==> config.mk <==
export PLATFORM = sky130hd
export DESIGN_NAME = packet_receiver
export DESIGN_NICKNAME = d
export VERILOG_FILES = /design/src/rtl/packet_receiver.sv
export SDC_FILE = /design/constraint.sdc
export NUM_CORES = 1
export LEC_CHECK = 0
export CAP_MARGIN = 25
export CORE_MARGIN = 5
export CORE_UTILIZATION = 42
export CTS_CLUSTER_DIAMETER = 50
export DETAILED_ROUTE_END_ITERATION = 10
export MAX_ROUTING_LAYER = met4
export PLACE_DENSITY = 0.64
export SYNTH_ARGS = -nofsm -noshare
export SYNTH_HDL_FRONTEND = slang
export SYNTH_SLANG_ARGS = --single-unit
==> constraint.sdc <==
create_clock -name clk -period 3.1 [get_ports clk]
set_clock_uncertainty 0.2 [all_clocks]
set_input_delay 0.465 -clock clk [delete_from_list [all_inputs] [get_ports clk]]
set_output_delay 0.465 -clock clk [all_outputs]
set_load 0.03 [all_outputs]
==> src/rtl/packet_receiver.sv <==
// packet_receiver: receives SRC/DST/SIZE/DATA/CRC framed bytes, filters on DST and
// drains accepted packets into a downstream FIFO. Define PKT_RX_CRC_CHECK_EN to check CRC.
module packet_receiver #(
    parameter int unsigned       UWIDTH     = 8,
    parameter int unsigned       PTR_OUT_SZ = 4,
    parameter logic [UWIDTH-1:0] NODE_ID    = 'h01
) (
    input  logic                  clk,
    input  logic                  rst,
    input  logic                  packet_valid,
    input  logic [UWIDTH-1:0]     packet_in,
    input  logic                  wfull,
    output logic                  winc,
    output logic [PTR_OUT_SZ-1:0] waddr_out,
    output logic [UWIDTH-1:0]     wdata,
    output logic                  pkt_done,
    output logic                  crc_err,
    output logic                  drop_err,
    output logic                  busy
);
    typedef enum logic [2:0] {S_IDLE, S_DST, S_SIZE, S_DATA, S_CRC, S_DRAIN} state_t;
    localparam int unsigned BUF_DEPTH = 10;

    state_t                r_state, w_state_nxt;
    logic                  r_pv_d;
    logic [UWIDTH-1:0]     r_buf [BUF_DEPTH];
    logic [2:0]            r_n, r_cnt;
    logic [3:0]            r_ridx;
    logic [PTR_OUT_SZ-1:0] r_addr_nxt, r_waddr;
    logic [UWIDTH-1:0]     r_wdata;
    logic                  r_winc, r_pkt_done, r_crc_err, r_drop_err, r_busy;

    logic                  w_cap, w_accept, w_pending, w_issue;
    logic [3:0]            w_cap_idx, w_rd_idx, w_total;
    logic                  w_dst_ok, w_crc_bad;
    logic                  w_done_nxt, w_crc_err_nxt, w_drop_err_nxt;

    assign w_total  = 4'd3 + {1'b0, r_n};
    assign w_dst_ok = (r_buf[1] == NODE_ID) || (r_buf[1] == '1);

`ifdef PKT_RX_CRC_CHECK_EN
    logic [UWIDTH-1:0] r_crc;

    always_ff @(posedge clk or negedge rst) begin
        if (!rst)
            r_crc <= '0;
        else if (w_cap)
            r_crc <= (r_state == S_IDLE) ? packet_in : (r_crc ^ packet_in);
    end

    assign w_crc_bad = (r_crc != packet_in);
`else
    assign w_crc_bad = 1'b0;
`endif

    always_ff @(posedge clk or negedge rst) begin
        if (!rst)
            r_state <= S_IDLE;
        else
            r_state <= w_state_nxt;
    end

    always_comb begin
        w_state_nxt    = r_state;
        w_cap          = 1'b0;
        w_cap_idx      = '0;
        w_accept       = 1'b0;
        w_pending      = 1'b0;
        w_rd_idx       = r_ridx;
        w_done_nxt     = 1'b0;
        w_crc_err_nxt  = 1'b0;
        w_drop_err_nxt = 1'b0;
        // Any gap in packet_valid before the CRC byte aborts the packet.
        if ((r_state inside {S_DST, S_SIZE, S_DATA, S_CRC}) && !packet_valid) begin
            w_drop_err_nxt = 1'b1;
            w_state_nxt    = S_IDLE;
        end else begin
            unique case (r_state)
                S_IDLE: begin
                    if (packet_valid && !r_pv_d) begin
                        w_cap       = 1'b1;
                        w_state_nxt = S_DST;
                    end
                end
                S_DST: begin
                    w_cap       = 1'b1;
                    w_cap_idx   = 4'd1;
                    w_state_nxt = S_SIZE;
                end
                S_SIZE: begin
                    w_cap       = 1'b1;
                    w_cap_idx   = 4'd2;
                    w_state_nxt = (packet_in[2:0] != 3'd0) ? S_DATA : S_CRC;
                end
                S_DATA: begin
                    w_cap     = 1'b1;
                    w_cap_idx = 4'd3 + {1'b0, r_cnt};
                    if (r_cnt == r_n - 3'd1)
                        w_state_nxt = S_CRC;
                end
                S_CRC: begin
                    if (w_dst_ok && !w_crc_bad) begin
                        w_accept    = 1'b1;
                        w_pending   = 1'b1;
                        w_rd_idx    = '0;
                        w_state_nxt = S_DRAIN;
                    end else begin
                        w_crc_err_nxt = w_crc_bad;
                        w_state_nxt   = S_IDLE;
                    end
                end
                S_DRAIN: begin
                    if (r_ridx == w_total) begin
                        w_done_nxt  = 1'b1;
                        w_state_nxt = S_IDLE;
                    end else begin
                        w_pending = 1'b1;
                    end
                    if (packet_valid && !r_pv_d)
                        w_drop_err_nxt = 1'b1;
                end
                default: w_state_nxt = S_IDLE;
            endcase
        end
        w_issue = w_pending && !wfull;
    end

    always_ff @(posedge clk or negedge rst) begin
        if (!rst) begin
            r_pv_d <= 1'b0;
            for (int unsigned i = 0; i < BUF_DEPTH; i++)
                r_buf[i] <= '0;
            r_n        <= '0;
            r_cnt      <= '0;
            r_ridx     <= '0;
            r_addr_nxt <= '0;
            r_waddr    <= '0;
            r_wdata    <= '0;
            r_winc     <= 1'b0;
            r_pkt_done <= 1'b0;
            r_crc_err  <= 1'b0;
            r_drop_err <= 1'b0;
            r_busy     <= 1'b0;
        end else begin
            r_pv_d <= packet_valid;
            if (w_cap)
                r_buf[w_cap_idx] <= packet_in;
            if (w_cap && r_state == S_SIZE) begin
                r_n   <= packet_in[2:0];
                r_cnt <= '0;
            end else if (w_cap && r_state == S_DATA) begin
                r_cnt <= r_cnt + 3'd1;
            end
            if (w_accept)
                r_ridx <= '0;
            // A write is registered here, so winc appears the cycle after wfull is seen low.
            if (w_issue) begin
                r_wdata    <= r_buf[w_rd_idx];
                r_waddr    <= r_addr_nxt;
                r_addr_nxt <= r_addr_nxt + PTR_OUT_SZ'(1);
                r_ridx     <= w_rd_idx + 4'd1;
            end
            r_winc     <= w_issue;
            r_pkt_done <= w_done_nxt;
            r_crc_err  <= w_crc_err_nxt;
            r_drop_err <= w_drop_err_nxt;
            r_busy     <= (w_state_nxt != S_IDLE);
        end
    end

    assign winc      = r_winc;
    assign waddr_out = r_waddr;
    assign wdata     = r_wdata;
    assign pkt_done  = r_pkt_done;
    assign crc_err   = r_crc_err;
    assign drop_err  = r_drop_err;
    assign busy      = r_busy;

endmodule

==> impl_metrics.py, run 1 <==
metrics = {
    "run_status": {
        "status": "complete, no violations",
    },
    "logic_synthesis": {
        "dominantRegCellSynth": "dfrtp_1",
        "synthArstFlopShare_pct": 100,
        "synthTopCellsByArea": "dfrtp_1 (52%), mux2_2 (19%), mux2i_1 (3.6%)",
        "synth_warnings": 0,
        "synth_area_sq_um": 5530,
        "synth.top_cell.area_share_pct": 51.6,
        "yosys.area.top_type": "dfrtp_1",
        "synth-edff-count": 0,
        "avgSynthCellArea_sq_um": 12.3,
        "ys_seq_elements": 114,
        "yosys.cell_types.count": 46,
        "synth_fp_nets": 466,
        "synth_cells": 449,
        "yosysSeqAreaShare_pct": 51.6,
    },
    "sta": {
        "slew_headroom_pct": 49.6,
        "tightest_slew_ns": 0.756,
        "setup_tns_ns": 0,
        "fin_crit_sh_pct": 90.8,
        "setup_viol_count_final": 0,
        "hold_viol_final": 0,
        "setup_slack_ns": 0.285,
        "fin_crit_ns": 2.81,
        "drv_slew": 0,
        "fmax_mhz": 355,
        "rsz0062_at_grt": "false",
    },
    "global_routing": {
        "grt_pass1_wl_mm": 20.3,
        "grt_pass1_vias": 3909,
        "track_usage_pct": 17.3,
        "grt_max_degree": 55,
        "grt-ovfl-total": 0,
        "antenna_found_initial": 0,
    },
    "route": {
        "num_vias": 3650,
        "ant_nets": 0,
        "dr.first_iter.drc_count": 290,
        "drc_errors": 0,
        "avgRoutedWirePerCell_um": 18.2,
        "firstDrtPassIters": 4,
        "wirelength_mm": 12.1,
        "viasPerCell": 5.46,
    },
    "critical_path": {
        "crit_type": "flip-flop to flip-flop",
        "worst_setup_path_end_kind": "flip-flop",
        "slowest_delay_ns": 0.63,
        "crit_required_ns": 3.19,
        "slowest_stage": "nor4b_4",
        "crit_buf_inv": 1,
        "critical-path-top-delay-family": "simple AND/OR/NAND/NOR gates",
        "crit_chain": "inv_1, ha_1, nor3_1, mux2i_1, a221oi_2, nor4b_4, mux2_2",
        "worst-r2r-cell-count": 7,
        "worstPathArrival_ns": 2.90,
        "critical_path.startpoint_type": "flip-flop",
        "worstPathMaxFanout": 8,
        "crit_cells": 7,
    },
    "die": {
        "fp.dieArea_sq_um": 15500,
        "rows": 42,
        "fp.dieH_um": 125,
        "io_pins": 29,
        "die_w_um": 125,
        "start_util_pct": 42.2,
        "core_area_sq_um": 13100,
    },
    "clock_tree": {
        "cts_setup_buffers": 0,
        "clock-sinks": 114,
        "cts_buffers": 17,
        "clk_pin_slew_worst_paths_ns": 0.05,
        "insertion_delay_ns": 0.41,
        "clockBufferDepth": 2,
        "cts_tree": "done",
        "hold_buffers": 1,
        "htree_num_levels": 4,
        "ctsRootBufferMaster": "clkbuf_16",
        "ctsResizeCount": 0,
    },
    "worst_hold_path": {
        "hold_depth": 1,
        "worstHoldPathType": "flip-flop to flip-flop",
    },
    "final_layout": {
        "drive_above_1_share_pct": 30.1,
        "post-route-util_pct": 50.3,
        "fin_area_sq_um": 6580,
        "fin_nets": 496,
        "fillers": 1181,
        "area_growth_pct": 19.1,
        "diodes": 0,
    },
    "placement": {
        "dp_hpwl_mm": 8.27,
        "gp_congestion": 0.823,
        "pre_cts_ws_ns": 0.237,
        "port_buffers": 27,
        "place_area_sq_um": 6020,
    },
    "pwr": {
        "ir_drop_mv": 0.477,
        "p_leak_nw": 3.02,
        "power_mw": 5.88,
        "powerDensity_nw_per_um2": 893,
    },
    "job": {
        "cap_violations": 0,
    },
}
## registers in the layout, indices dropped and copies added, names as in the netlist, 3 cells and up
signal	count
r_ridx	4
r_cnt	3
r_buf	80
waddr_out	4
r_state	3
r_addr_nxt	4
r_n	3
wdata	8
## power by group
group,total [mW],switching [mW],internal (mW)
Clock,1.81,0.634,1.18
Combinational,1.78,0.855,0.930
Sequential,2.28,0.373,1.91
## cell families (layout without fill, tap and decap cells)
logic type | count (synthesis) | after routing | share of synthesized area (%)
mux | 123 | 123 | 26.2
flops | 114 | 114 | 51.6
simple gates | 98 | 98 | 8.92
compound gates | 55 | 55 | 6.91
buf+inv | 41 | 84 | 3.19
xor+xnor | 12 | 12 | 1.90
fa+ha+maj | 5 | 5 | 1.13
other cells | 1 | 1 | 0.0679
## path summary, 6_finish.rpt
check | startpoint | endpoint | slack, ns
worst max-delay path | r_cnt[1] | r_buf[55] | 0.29
worst min-delay path | r_addr_nxt[3] | r_addr_nxt[3] | 0.27
worst max register to register | r_cnt[1] | r_buf[55] | 0.29
worst min register to register | r_addr_nxt[3] | r_addr_nxt[3] | 0.27
max in group asynchronous | rst | r_cnt[0] | 1.62
min in group asynchronous | rst | r_pv_d | 0.40
## layout by cell type, fill, tap and decap left out, types with 9 or more instances in the layout
cell type,netlist,final
clkdlybuf4s50_1,0,26
o21ai_0,13,13
buf_4,3,14
nand3b_1,9,9
dfrtp_1,114,114
clkbuf_16,0,17
nor2_1,29,29
a22o_1,10,10
nand2_1,29,29
a31oi_1,16,16
mux2i_1,20,20
mux2_2,94,94
inv_1,9,9
## cells in the mapped netlist (3+ instances only)
| library cell | n |
|---|---|
| dfrtp_1 | 114 |
| mux2_2 | 94 |
| nand2_1 | 29 |
| nor2_1 | 29 |
| mux2i_1 | 20 |
| a31oi_1 | 16 |
| clkbuf_1 | 14 |
| o21ai_0 | 13 |
| a22o_1 | 10 |
| inv_1 | 9 |
| nand3b_1 | 9 |
| buf_2 | 8 |
| mux4_2 | 8 |
| xor2_1 | 8 |
| buf_1 | 6 |
| and2_1 | 5 |
| ha_1 | 5 |
| nor3_1 | 5 |
| nand3_1 | 4 |
| nand4_1 | 4 |
| nor4_1 | 4 |
| xnor2_1 | 4 |
| buf_4 | 3 |
| o21a_1 | 3 |
## layout make-up
| cell class | count | area (sq um) | area share (%) |
|---|---|---|---|
| Clock buffer | 27 | 503 | 7.64 |
| Clock inverter | 5 | 50.0 | 0.760 |
| Inverter | 9 | 33.8 | 0.513 |
| Multi-Input combinational cell | 294 | 2510 | 38.1 |
| Sequential cell | 114 | 2850 | 43.3 |
| Tap cell | 176 | 220 | 3.35 |
| Timing Repair Buffer | 43 | 415 | 6.31 |
## metal layers
layer	track usage, %	wire [um]
met5	-	0
met4	7.74	346
met3	4.76	391
met2	27.3	5990
met1	20.9	5420
## stage by stage
| stage | cells | hold slack, ns |
|---|---|---|
| after floorplan | 449 | -0.0306 |
| after global routing | 668 | 0.303 |
| after global placement | 635 | 0.260 |
| after CTS | 668 | 0.282 |
| final | 668 | 0.271 |
| after detailed placement | 635 | 0.274 |
Note: power is estimated with default switching activity, not from simulation.
==> run 2: changes to the inputs <==
--- a/config.mk
+++ b/config.mk
@@ -12,6 +12,7 @@
 export DETAILED_ROUTE_END_ITERATION = 10
 export MAX_ROUTING_LAYER = met4
 export PLACE_DENSITY = 0.64
+export SLEW_MARGIN = 10
 export SYNTH_ARGS = -nofsm -noshare
 export SYNTH_HDL_FRONTEND = slang
 export SYNTH_SLANG_ARGS = --single-unit
==> results of run 2 <==
Final layout, timing and power as in run 1 (identical DEF).
==> run 3: changes to the inputs <==
==> constraint.sdc (replaced) <==
create_clock -name clk -period 3.25 [get_ports clk]
set_clock_uncertainty 0.2 [all_clocks]
set_input_delay 0.4875 -clock clk [delete_from_list [all_inputs] [get_ports clk]]
set_output_delay 0.4875 -clock clk [all_outputs]
set_load 0.03 [all_outputs]
==> run 3 against run 2 <==
- sequential share of layout area rose by 0.17 points
- highest routed layer unchanged
- non-clock buffer count down 4
- global-route usage is 0.42 points lower
- cell count fell by 1.0%
- critical endpoint unchanged
- combinational power fell by 4%
- routed wire length grew 0.72%
- first-iteration DRC count grew 0.34%
- core utilization is 0.20 points lower
- critical path type unchanged
- worst hold slack improved by 0.023 ns
==> impl_metrics.py, run 3 (synthesis results as in run 1) <==
metrics = {
    "run_status": {
        "status": "complete, no violations",
    },
    "global_routing": {
        "grt_max_degree": 80,
        "grt_pass1_wl_mm": 20.4,
        "antenna_found_initial": 0,
        "busiest_layer": "met2",
        "track_usage_pct": 16.9,
        "met3_usage_pct": 4.67,
        "grt_pass1_vias": 3844,
        "grt-ovfl-total": 0,
        "grtUsageMet1_pct": 20.9,
        "grt_util_met2_pct": 27.2,
    },
    "final_layout": {
        "top_register": "r_buf",
        "fin_nets": 492,
        "post-route-util_pct": 50.1,
        "area_growth_pct": 18.7,
        "layout_commonest_cell": "dfrtp_1",
        "largest_reg_flops": 80,
        "most-common-layout-cells": "dfrtp_1 (114), mux2_2 (94), nor2_1 (29), nand2_1 (29), clkdlybuf4s50_1 (26)",
        "fillers": 1129,
        "diodes": 0,
        "drive_above_1_share_pct": 29.7,
    },
    "pwr": {
        "ir_drop_mv": 0.513,
        "powerDensity_nw_per_um2": 862,
        "p_leak_nw": 3.00,
    },
    "clock_tree": {
        "htree_num_levels": 4,
        "ctsResizeCount": 0,
        "insertion_delay_ns": 0.40,
        "cts_tree": "done",
        "clockBufferDepth": 2,
        "clk_pin_slew_worst_paths_ns": 0.05,
        "ctsRootBufferMaster": "clkbuf_16",
        "clock-sinks": 114,
        "cts_buffers": 17,
    },
    "critical_path": {
        "crit_type": "flip-flop to flip-flop",
        "critical_path.startpoint_type": "flip-flop",
        "worstPathArrival_ns": 2.87,
        "worstPathMaxFanout": 8,
        "crit_required_ns": 3.33,
        "worst_setup_path_end_kind": "flip-flop",
    },
    "route": {
        "drc_errors": 0,
        "firstDrtPassIters": 4,
        "avgRoutedWirePerCell_um": 18.5,
        "num_vias": 3649,
        "viasPerCell": 5.52,
        "wirelength_mm": 12.2,
        "dr.first_iter.drc_count": 291,
        "ant_nets": 0,
    },
    "sta": {
        "fmax_mhz": 358,
        "hold_viol_final": 0,
        "tightest_slew_ns": 0.633,
        "rsz0062_at_grt": "false",
        "setup_viol_count_final": 0,
        "slew_headroom_pct": 57.6,
        "fin_crit_sh_pct": 85.8,
        "fin_crit_ns": 2.79,
        "drv_slew": 0,
        "setup_tns_ns": 0,
    },
    "job": {
        "cap_violations": 0,
    },
    "worst_hold_path": {
        "worstHoldPathType": "flip-flop to flip-flop",
    },
    "die": {
        "fp.dieArea_sq_um": 15500,
        "io_pins": 29,
        "core_area_sq_um": 13100,
        "start_util_pct": 42.2,
        "die_w_um": 125,
        "fp.dieH_um": 125,
        "rows": 42,
    },
    "placement": {
        "gp_congestion": 0.835,
        "dp_hpwl_mm": 8.26,
        "port_buffers": 27,
    },
}
-- run 3: changes by cell type in the layout (fill, tap and decap cells not counted), sizes merged --
cell and delta:
bufinv +1, clkbuf -3, buf -4, clkinvlp +1
clkinv -2
-- run 3: path summary, 6_finish.rpt --
check,start,to,slack [ns],cells after the start
worst max-delay path,r_cnt[1],r_buf[55],0.46,7
worst min-delay path,r_addr_nxt[3],r_addr_nxt[3],0.29,1
worst max register to register,r_cnt[1],r_buf[55],0.46,7
worst min register to register,r_addr_nxt[3],r_addr_nxt[3],0.29,1
max in group asynchronous,rst,wdata[7],1.68,3
min in group asynchronous,rst,r_state[2],0.39,2
-- run 3: final cells by class --
class	instances	area (sq um)	share of cell area, %
sequential	114	2850	43.5
multi-input combinational	294	2510	38.2
clock buffer	24	492	7.50
timing repair buffer	39	373	5.69
tap	176	220	3.36
clock inverter	5	77.6	1.18
inverter	9	33.8	0.515
-- run 3: through the flow --
stage	worst slack (ns)	area (sq um)	power, mW	instances	hold slack (ns)
6_report	0.460	6560	5.65	661	0.294
5_1_grt	0.260	6560	5.97	661	0.313
4_1_cts	0.477	6560	5.70	661	0.302
3_5_place_dp	0.265	5980	3.89	631	0.280
3_3_place_gp	0.273	5980	3.82	631	0.258
2_1_floorplan	0.786	5530	3.35	449	-0.00809
-- run 3: where the power goes --
part | internal, mW | switching (mW)
Sequential | 1.82 | 0.346
Combinational | 0.872 | 0.830
Clock | 1.19 | 0.594
Total | 3.88 | 1.77
-- run 3: routing by layer --
layer	vias to the layer above	share of wire, %
li1	1669	-
met1	1871	45
met2	87	48
met3	22	4.1
met4	0	2.2
met5	-	0
-- run 3: critical path: stages, from the launching register on --
cell and delay, ns:
dfrtp_1 0.47, inv_1 0.07, ha_1 0.25, nor3_1 0.15, mux2i_1 0.12, a221oi_2 0.40
nor4b_4 0.61, mux2_2 0.40
-- run 3: what timing repair did --
action	CTS	global route
endpoints found under the hold margin	35	0
hold buffers	1	0
buffers inserted	0	0
